===== src/rtl/hood_pkg.sv =====
// Shared encodings for the range-hood mode scheduler: operating modes,
// fan-speed constants, the request ranking used for arbitration, and the default countdown width.
package hood_pkg;

  localparam int CNT_W_DEF = 8;

  typedef enum logic [2:0] {
    MODE_OFF       = 3'd0,
    MODE_STBY      = 3'd1,
    MODE_LVL1      = 3'd2,
    MODE_LVL2      = 3'd3,
    MODE_LVL3      = 3'd4,
    MODE_EXIT_WAIT = 3'd5,
    MODE_CLEAN     = 3'd6
  } mode_e;

  // Only the single highest-ranked pending request is ever considered.
  typedef enum logic [2:0] {
    REQ_NONE,
    REQ_LVL1,
    REQ_LVL2,
    REQ_LVL3,
    REQ_CLEAN,
    REQ_EXIT
  } req_e;

  localparam logic [1:0] FAN_OFF  = 2'd0;
  localparam logic [1:0] FAN_LOW  = 2'd1;
  localparam logic [1:0] FAN_MED  = 2'd2;
  localparam logic [1:0] FAN_HIGH = 2'd3;

  function automatic logic [1:0] fan_of(input mode_e m);
    case (m)
      MODE_LVL1:      return FAN_LOW;
      MODE_LVL2:      return FAN_MED;
      MODE_LVL3:      return FAN_HIGH;
      MODE_EXIT_WAIT: return FAN_MED;
      default:        return FAN_OFF;
    endcase
  endfunction

endpackage


===== src/rtl/hood_mode_ctrl_if.sv =====
// Menu/display-side bundle of the hood mode scheduler: request strobes
// and power level in, registered mode/fan/countdown status out.
interface hood_mode_ctrl_if #(parameter int CNT_W = hood_pkg::CNT_W_DEF);
  logic             tick_1s;
  logic             power_on;
  logic             req_lvl1;
  logic             req_lvl2;
  logic             req_lvl3;
  logic             req_clean;
  logic             req_exit;
  logic [2:0]       mode;
  logic [1:0]       fan_level;
  logic             cleaning;
  logic [CNT_W-1:0] countdown;
  logic             done;
  logic             lvl3_used;
  logic             clean_reminder;

  modport master (
    output tick_1s, power_on, req_lvl1, req_lvl2, req_lvl3, req_clean, req_exit,
    input  mode, fan_level, cleaning, countdown, done, lvl3_used, clean_reminder
  );

  modport slave (
    input  tick_1s, power_on, req_lvl1, req_lvl2, req_lvl3, req_clean, req_exit,
    output mode, fan_level, cleaning, countdown, done, lvl3_used, clean_reminder
  );
endinterface


===== src/rtl/hood_sec_timer.sv =====
// Loadable seconds down-counter; holds at zero, and expire flags the tick
// that consumes the last remaining second.
module hood_sec_timer #(
  parameter int CNT_W = 8
) (
  input  logic             clk,
  input  logic             rst,
  input  logic             load,
  input  logic [CNT_W-1:0] val,
  input  logic             tick,
  input  logic             clr,
  output logic [CNT_W-1:0] count,
  output logic             expire
);

  // NOTE: registered state uses non-blocking assignments so every flop samples pre-edge values.
  always_ff @(posedge clk or negedge rst) begin
    if (!rst) begin
      count <= '0;
    end else if (clr) begin
      count <= '0;
    end else if (load) begin
      count <= val;
    end else if (tick && count != '0) begin
      count <= count - 1'b1;
    end
  end

  assign expire = tick && (count == CNT_W'(1));

endmodule


===== src/rtl/hood_mode_ctrl.sv =====
// Range-hood mode scheduler: arbitrates menu requests and sequences the timed
// modes from the one-second tick. Optional clean reminder: define CLEAN_REMINDER_EN.
module hood_mode_ctrl
  import hood_pkg::*;
#(
  parameter int CNT_W          = CNT_W_DEF,
  parameter int CLEAN_SECS     = 180,
  parameter int HURRICANE_SECS = 60,
  parameter int EXIT_SECS      = 60
`ifdef CLEAN_REMINDER_EN
  , parameter int REMIND_SECS  = 36000
`endif
) (
  input  logic             clk,
  input  logic             rst,
  hood_mode_ctrl_if.slave  bus
);

  mode_e            mode, nxt_mode;
  req_e             top_req;
  logic [1:0]       fan_level;
  logic             cleaning, done, lvl3_used;
  logic             accepted, done_nxt, set_used, clr_used;
  logic             tmr_load, tmr_clr, tmr_expire;
  logic [CNT_W-1:0] tmr_val, tmr_count;

  always_comb begin
    if      (bus.req_exit)  top_req = REQ_EXIT;
    else if (bus.req_clean) top_req = REQ_CLEAN;
    else if (bus.req_lvl3)  top_req = REQ_LVL3;
    else if (bus.req_lvl2)  top_req = REQ_LVL2;
    else if (bus.req_lvl1)  top_req = REQ_LVL1;
    else                    top_req = REQ_NONE;
  end

  // NOTE: every always_comb output gets a default first so no path can infer a latch.
  always_comb begin
    nxt_mode = mode;
    accepted = 1'b0;
    tmr_load = 1'b0;
    tmr_clr  = 1'b0;
    tmr_val  = '0;
    set_used = 1'b0;
    clr_used = 1'b0;
    done_nxt = 1'b0;
    if (!bus.power_on) begin
      nxt_mode = MODE_OFF;
      tmr_clr  = 1'b1;
    end else if (mode == MODE_OFF) begin
      nxt_mode = MODE_STBY;
      clr_used = 1'b1;
      tmr_clr  = 1'b1;
    end else begin
      case (mode)
        MODE_STBY, MODE_LVL1, MODE_LVL2: begin
          case (top_req)
            REQ_LVL1: begin nxt_mode = MODE_LVL1; accepted = 1'b1; end
            REQ_LVL2: begin nxt_mode = MODE_LVL2; accepted = 1'b1; end
            REQ_LVL3: if (!lvl3_used) begin
              nxt_mode = MODE_LVL3;
              accepted = 1'b1;
              tmr_load = 1'b1;
              tmr_val  = CNT_W'(HURRICANE_SECS);
              set_used = 1'b1;
            end
            REQ_CLEAN: if (mode == MODE_STBY) begin
              nxt_mode = MODE_CLEAN;
              accepted = 1'b1;
              tmr_load = 1'b1;
              tmr_val  = CNT_W'(CLEAN_SECS);
            end
            REQ_EXIT: if (mode != MODE_STBY) begin nxt_mode = MODE_STBY; accepted = 1'b1; end
            default: ;
          endcase
        end
        MODE_LVL3: if (top_req == REQ_EXIT) begin
          nxt_mode = MODE_EXIT_WAIT;
          accepted = 1'b1;
          tmr_load = 1'b1;
          tmr_val  = CNT_W'(EXIT_SECS);
        end
        MODE_EXIT_WAIT: if (top_req == REQ_LVL1 || top_req == REQ_LVL2) begin
          nxt_mode = (top_req == REQ_LVL1) ? MODE_LVL1 : MODE_LVL2;
          accepted = 1'b1;
          tmr_clr  = 1'b1;
        end
        MODE_CLEAN: if (top_req == REQ_EXIT) begin
          nxt_mode = MODE_STBY;
          accepted = 1'b1;
          tmr_clr  = 1'b1;
        end
        default: ;
      endcase
      // The timer only sees ticks not pre-empted by an accepted request.
      if (tmr_expire) begin
        case (mode)
          MODE_LVL3:      nxt_mode = MODE_LVL2;
          MODE_EXIT_WAIT: nxt_mode = MODE_STBY;
          MODE_CLEAN: begin
            nxt_mode = MODE_STBY;
            done_nxt = 1'b1;
          end
          default: ;
        endcase
      end
    end
  end

  hood_sec_timer #(.CNT_W(CNT_W)) u_timer (
    .clk    (clk),
    .rst    (rst),
    .load   (tmr_load),
    .val    (tmr_val),
    .tick   (bus.tick_1s && !accepted),
    .clr    (tmr_clr),
    .count  (tmr_count),
    .expire (tmr_expire)
  );

  always_ff @(posedge clk or negedge rst) begin
    if (!rst) begin
      mode      <= MODE_OFF;
      fan_level <= FAN_OFF;
      cleaning  <= 1'b0;
      done      <= 1'b0;
      lvl3_used <= 1'b0;
    end else begin
      mode      <= nxt_mode;
      fan_level <= fan_of(nxt_mode);
      cleaning  <= (nxt_mode == MODE_CLEAN);
      done      <= done_nxt;
      if (clr_used)      lvl3_used <= 1'b0;
      else if (set_used) lvl3_used <= 1'b1;
    end
  end

`ifdef CLEAN_REMINDER_EN
  logic [15:0] rem_acc, rem_acc_nxt;
  logic        clean_rem;

  // Fan run-time survives power-off; only a completed clean or reset clears it.
  always_comb begin
    rem_acc_nxt = rem_acc;
    if (done_nxt)
      rem_acc_nxt = '0;
    else if (bus.tick_1s && fan_level != FAN_OFF && rem_acc != 16'hFFFF)
      rem_acc_nxt = rem_acc + 16'd1;
  end

  always_ff @(posedge clk or negedge rst) begin
    if (!rst) begin
      rem_acc   <= '0;
      clean_rem <= 1'b0;
    end else begin
      rem_acc   <= rem_acc_nxt;
      clean_rem <= (int'(rem_acc_nxt) >= REMIND_SECS);
    end
  end

  assign bus.clean_reminder = clean_rem;
`else
  assign bus.clean_reminder = 1'b0;
`endif

  assign bus.mode      = mode;
  assign bus.fan_level = fan_level;
  assign bus.cleaning  = cleaning;
  assign bus.countdown = tmr_count;
  assign bus.done      = done;
  assign bus.lvl3_used = lvl3_used;

endmodule


===== src/flat_wrapper.sv =====
// flat-port wrapper written by rule: the top's interface ports become plain ports
module hood_mode_ctrl_flat import hood_pkg::*;
#(
  parameter int CNT_W          = CNT_W_DEF,
  parameter int CLEAN_SECS     = 180,
  parameter int HURRICANE_SECS = 60,
  parameter int EXIT_SECS      = 60

)
  (clk, rst, bus_tick_1s, bus_power_on, bus_req_lvl1, bus_req_lvl2, bus_req_lvl3, bus_req_clean, bus_req_exit, bus_mode, bus_fan_level, bus_cleaning, bus_countdown, bus_done, bus_lvl3_used, bus_clean_reminder);
  hood_mode_ctrl_if #(.CNT_W(CNT_W)) bus_i ();
  input  logic clk;
  input  logic rst;
  input wire logic [$bits(bus_i.tick_1s)-1:0] bus_tick_1s;
  input wire logic [$bits(bus_i.power_on)-1:0] bus_power_on;
  input wire logic [$bits(bus_i.req_lvl1)-1:0] bus_req_lvl1;
  input wire logic [$bits(bus_i.req_lvl2)-1:0] bus_req_lvl2;
  input wire logic [$bits(bus_i.req_lvl3)-1:0] bus_req_lvl3;
  input wire logic [$bits(bus_i.req_clean)-1:0] bus_req_clean;
  input wire logic [$bits(bus_i.req_exit)-1:0] bus_req_exit;
  output wire logic [$bits(bus_i.mode)-1:0] bus_mode;
  output wire logic [$bits(bus_i.fan_level)-1:0] bus_fan_level;
  output wire logic [$bits(bus_i.cleaning)-1:0] bus_cleaning;
  output wire logic [$bits(bus_i.countdown)-1:0] bus_countdown;
  output wire logic [$bits(bus_i.done)-1:0] bus_done;
  output wire logic [$bits(bus_i.lvl3_used)-1:0] bus_lvl3_used;
  output wire logic [$bits(bus_i.clean_reminder)-1:0] bus_clean_reminder;
  assign bus_i.tick_1s = bus_tick_1s;
  assign bus_i.power_on = bus_power_on;
  assign bus_i.req_lvl1 = bus_req_lvl1;
  assign bus_i.req_lvl2 = bus_req_lvl2;
  assign bus_i.req_lvl3 = bus_req_lvl3;
  assign bus_i.req_clean = bus_req_clean;
  assign bus_i.req_exit = bus_req_exit;
  assign bus_mode = bus_i.mode;
  assign bus_fan_level = bus_i.fan_level;
  assign bus_cleaning = bus_i.cleaning;
  assign bus_countdown = bus_i.countdown;
  assign bus_done = bus_i.done;
  assign bus_lvl3_used = bus_i.lvl3_used;
  assign bus_clean_reminder = bus_i.clean_reminder;
  hood_mode_ctrl #(.CNT_W(CNT_W), .CLEAN_SECS(CLEAN_SECS), .HURRICANE_SECS(HURRICANE_SECS), .EXIT_SECS(EXIT_SECS)) u_core (.clk(clk), .rst(rst), .bus(bus_i));
endmodule

===== config.mk =====
export PLATFORM = sky130hd
export DESIGN_NAME = hood_mode_ctrl_flat
export DESIGN_NICKNAME = d
export VERILOG_FILES = /design/src/rtl/hood_pkg.sv /design/src/rtl/hood_mode_ctrl_if.sv /design/src/rtl/hood_sec_timer.sv /design/src/rtl/hood_mode_ctrl.sv /design/src/flat_wrapper.sv
export SDC_FILE = /design/constraint.sdc
export NUM_CORES = 1
export LEC_CHECK = 0
export ABC_AREA = 1
export CORE_MARGIN = 5
export CORE_UTILIZATION = 50
export DETAILED_ROUTE_END_ITERATION = 8
export PLACE_DENSITY = 0.73
export SETUP_SLACK_MARGIN = 0.3
export SYNTH_ARGS = -nofsm -noshare
export SYNTH_HDL_FRONTEND = slang
export SYNTH_HIERARCHICAL = 1
export SYNTH_SLANG_ARGS = --single-unit

===== constraint.sdc =====
create_clock -name clk -period 3.18 [get_ports clk]
set_clock_uncertainty 0.2 [all_clocks]
set_input_delay 0.636 -clock clk [delete_from_list [all_inputs] [get_ports clk]]
set_output_delay 0.636 -clock clk [all_outputs]
set_load 0.01 [all_outputs]

==> out/metrics.cfg <==
[route]
dr_total_vias=1463
post_drt_wl_per_cell_um=12.5
drt_iter0_markers=56
drc_errors=0
met3_length_um=188
dr.pass1.iters=4
drt_wl_total_um=3490
wl_met1_um=1610
viasPerCell=5.23
top_layer_used=met4
ant_nets=0
wl_met2_um=1650

[sta]
slew_headroom_pct=52.9
hold_viol=0
rsz0062_at_grt=false
fin_crit_sh_pct=86.7
finalSetupTns_ns=0
tightest_slew_ns=0.704
period_needed_ns=2.76
holdWs_ns=0.364
maxSlewViolCount=0
fmax_ghz=0.363
setup_viol=0

[power]
power_density_mw_per_mm2=1120
leakage_nw=0.939
ir_drop_uv=934

[die]
io_pins=26
die_h_um=62.0
rows=18
die_w_um=62.0
core_area_mm2=0.00252
die_area_mm2=0.00385
initial_core_util_pct=53.7

[layout]
stdcell_area_mm2=0.00174
final_cell_mix=nand2_1, clkdlybuf4s50_1, inv_1, nor2_1
area_growth_pct=28.6
regArea_um2=400
nets=262
drive_gt1_share_pct=21.6
layout_commonest_cell=nand2_1
fillers=230
multi_input_area_um2=880
finalNonFillerCells=280
diodes=0

[yosys]
synth-seq-area-share_pct=29.6
yosys_register_bits=16
synth_cells=216
syn_avg_cell_area_um2=6.27
yosysUniqueCellTypes=25
yosysWarnings=6
syn_area_mm2=0.00135

[setup_path]
path_buf_inv=2
worstPathMaxFanout=3
end_kind=register
crit_top_cell=nand2_2
cp_cell_sequence=clkdlybuf4s50_1, inv_1, nand2_2, nor2_2, nand2_2, nand3_1, nand2_2, nand4_1, a21boi_2, nand4_1, nor2_2, nand2_2, nand2_1, nor2_2, nand3_2, nand2_2, nand2_1, nand2_1, nor2_2
crit_family=simple AND/OR/NAND/NOR gates
critPathLaunchType=input port
critical_path_arrival_ns=2.78
setup.worst_path.class=input port to register
crit_path_max_incr_delay_ns=0.50
worst_path_max_delay_cell=clkdlybuf4s50_1
required_ns=3.21

[placed_design]
routabilityCongestion=0.924
place_hpwl_um=2730
dp_cells=274
dpl_cell_area_mm2=0.00165
port_buffers=24

[clocking]
path_clk_slew_ns=0.10
clock_sinks=16
htreeDepth=1
cts_hold_buf=0
root_buffer=clkbuf_4
clk_latency_ns=0.29
numCtsBuffers=3
cts_tree=done
cts_buffer_depth=2

[outcome]
status=finished clean

[grt]
grt_pass1_vias=1379
antenna_found_initial=0
gr-total-overflow=0
grt_pass1_wl_um=5820
grt_max_degree=17
grt.total_usage_pct=20.2

[min_path]
hp-class=register to register

[job]
maxCapViolCount=0

[logic make-up after synthesis]
kind of cell               after synthesis  share of synthesized area [%]
and+or+nand+nor                        150                           51.7
buffers and inverters                   29                           8.32
AOI/OAI and AO/OA                       17                           7.67
DFF                                     16                           29.6
adders and majority gates                2                           1.85
xor gates and xnor gates                 1                          0.647
other                                    1                          0.277
[worst reg2reg max path: stages (launching register included)]
cell and delay (ns):
dfrtp_1 0.47, nor2_2 0.07, inv_1 0.11, nor2_1 0.08
nand2_1 0.11, nand2_1 0.09, nor2_1 0.11, nand4_1 0.11
a21boi_2 0.18, nand4_1 0.13, nor2_2 0.16, nand2_2 0.09
nand2_1 0.09, nor2_2 0.05, nand3_2 0.09, nand2_2 0.07
nand2_1 0.06, nand2_1 0.05, nor2_2 0.07
[layout make-up]
type,instances,area share [%]
Sequential cell,16,23.0
Inverter,27,5.82
Clock buffer,4,2.08
Timing Repair Buffer,29,16.4
Tap cell,30,2.16
Multi-Input combinational cell,174,50.5
[repair_timing]
action / 4_1_cts / 5_1_grt
resized for setup: 1 / 13
setup endpoints to repair: 2 / 5
setup buffers: 0 / 2
pin swaps: 0 / 4
[synthesized netlist by cell type (all sizes together)]
cell | number | area (um2)
a21boi | 1 | 7.51
nand2 | 91 | 377
a21oi | 6 | 41.3
xnor2 | 1 | 8.76
nor2 | 34 | 173
conb | 1 | 3.75
ha | 2 | 25.0
clkbuf | 1 | 3.75
dfrtp | 16 | 400
buf | 1 | 7.51
a31oi | 1 | 6.26
inv | 27 | 101
o21ai | 9 | 48.8
nand3 | 19 | 110
nand3b | 2 | 15.0
nand4 | 4 | 25.0
[final timing paths]
| path | start | slack [ns] | end | depth (start not counted) |
|---|---|---|---|---|
| worst min-delay path | u_core/u_timer/count[1]$_DFFE_PN0P_ | 0.36 | u_core/u_timer/count[1]$_DFFE_PN0P_ | 2 |
| worst max register to register | u_core/bus.mode[0]$_DFF_PN0_ | 0.74 | u_core/bus.fan_level[0]$_DFF_PN0_ | 18 |
| worst min register to register | u_core/u_timer/count[1]$_DFFE_PN0P_ | 0.36 | u_core/u_timer/count[1]$_DFFE_PN0P_ | 2 |
| min in group asynchronous | rst | 0.56 | u_core/u_timer/count[4]$_DFFE_PN0P_ | 1 |
| worst max-delay path | bus_req_clean | 0.42 | u_core/bus.fan_level[0]$_DFF_PN0_ | 19 |
| max in group asynchronous | rst | 1.77 | u_core/bus.lvl3_used$_DFFE_PN0P_ | 1 |
[metrics by stage]
| step | worst slack (ns) | total power (W) | util (%) |
|---|---|---|---|
| 2_1_floorplan | 0.716 | 0.00137 | - |
| 3_3_place_gp | 0.0970 | 0.00175 | 65.6 |
| 3_5_place_dp | -0.000636 | 0.00176 | 65.6 |
| 4_1_cts | 0.369 | 0.00192 | 67.0 |
| 5_1_grt | 0.291 | 0.00216 | 69.0 |
| 6_report | 0.424 | 0.00196 | 69.0 |
[report_power, final]
group | total [W] | switching, W | internal [W] | leakage (nW)
Clock | 0.000136 | 0.0000662 | 0.0000697 | 0.0210
Sequential | 0.000407 | 0.000120 | 0.000286 | 0.217
Combinational | 0.00141 | 0.000852 | 0.000561 | 0.701
[state kept, by name, indices dropped and copies added (netlist names)]
signal and cells:
u_core/bus.cleaning 1, u_core/bus.done 1, u_core/u_timer/count 8, u_core/bus.fan_level 2
u_core/bus.mode 3, u_core/bus.lvl3_used 1
[per-layer routing]
metal | up-vias | global-route usage, %
met2 | 45 | 32.4
met5 | - | 0
met4 | 0 | 7.58
li1 | 736 | -
met3 | 4 | 2.48
met1 | 678 | 27.6
No activity file was read; power rests on OpenSTA's default activity.
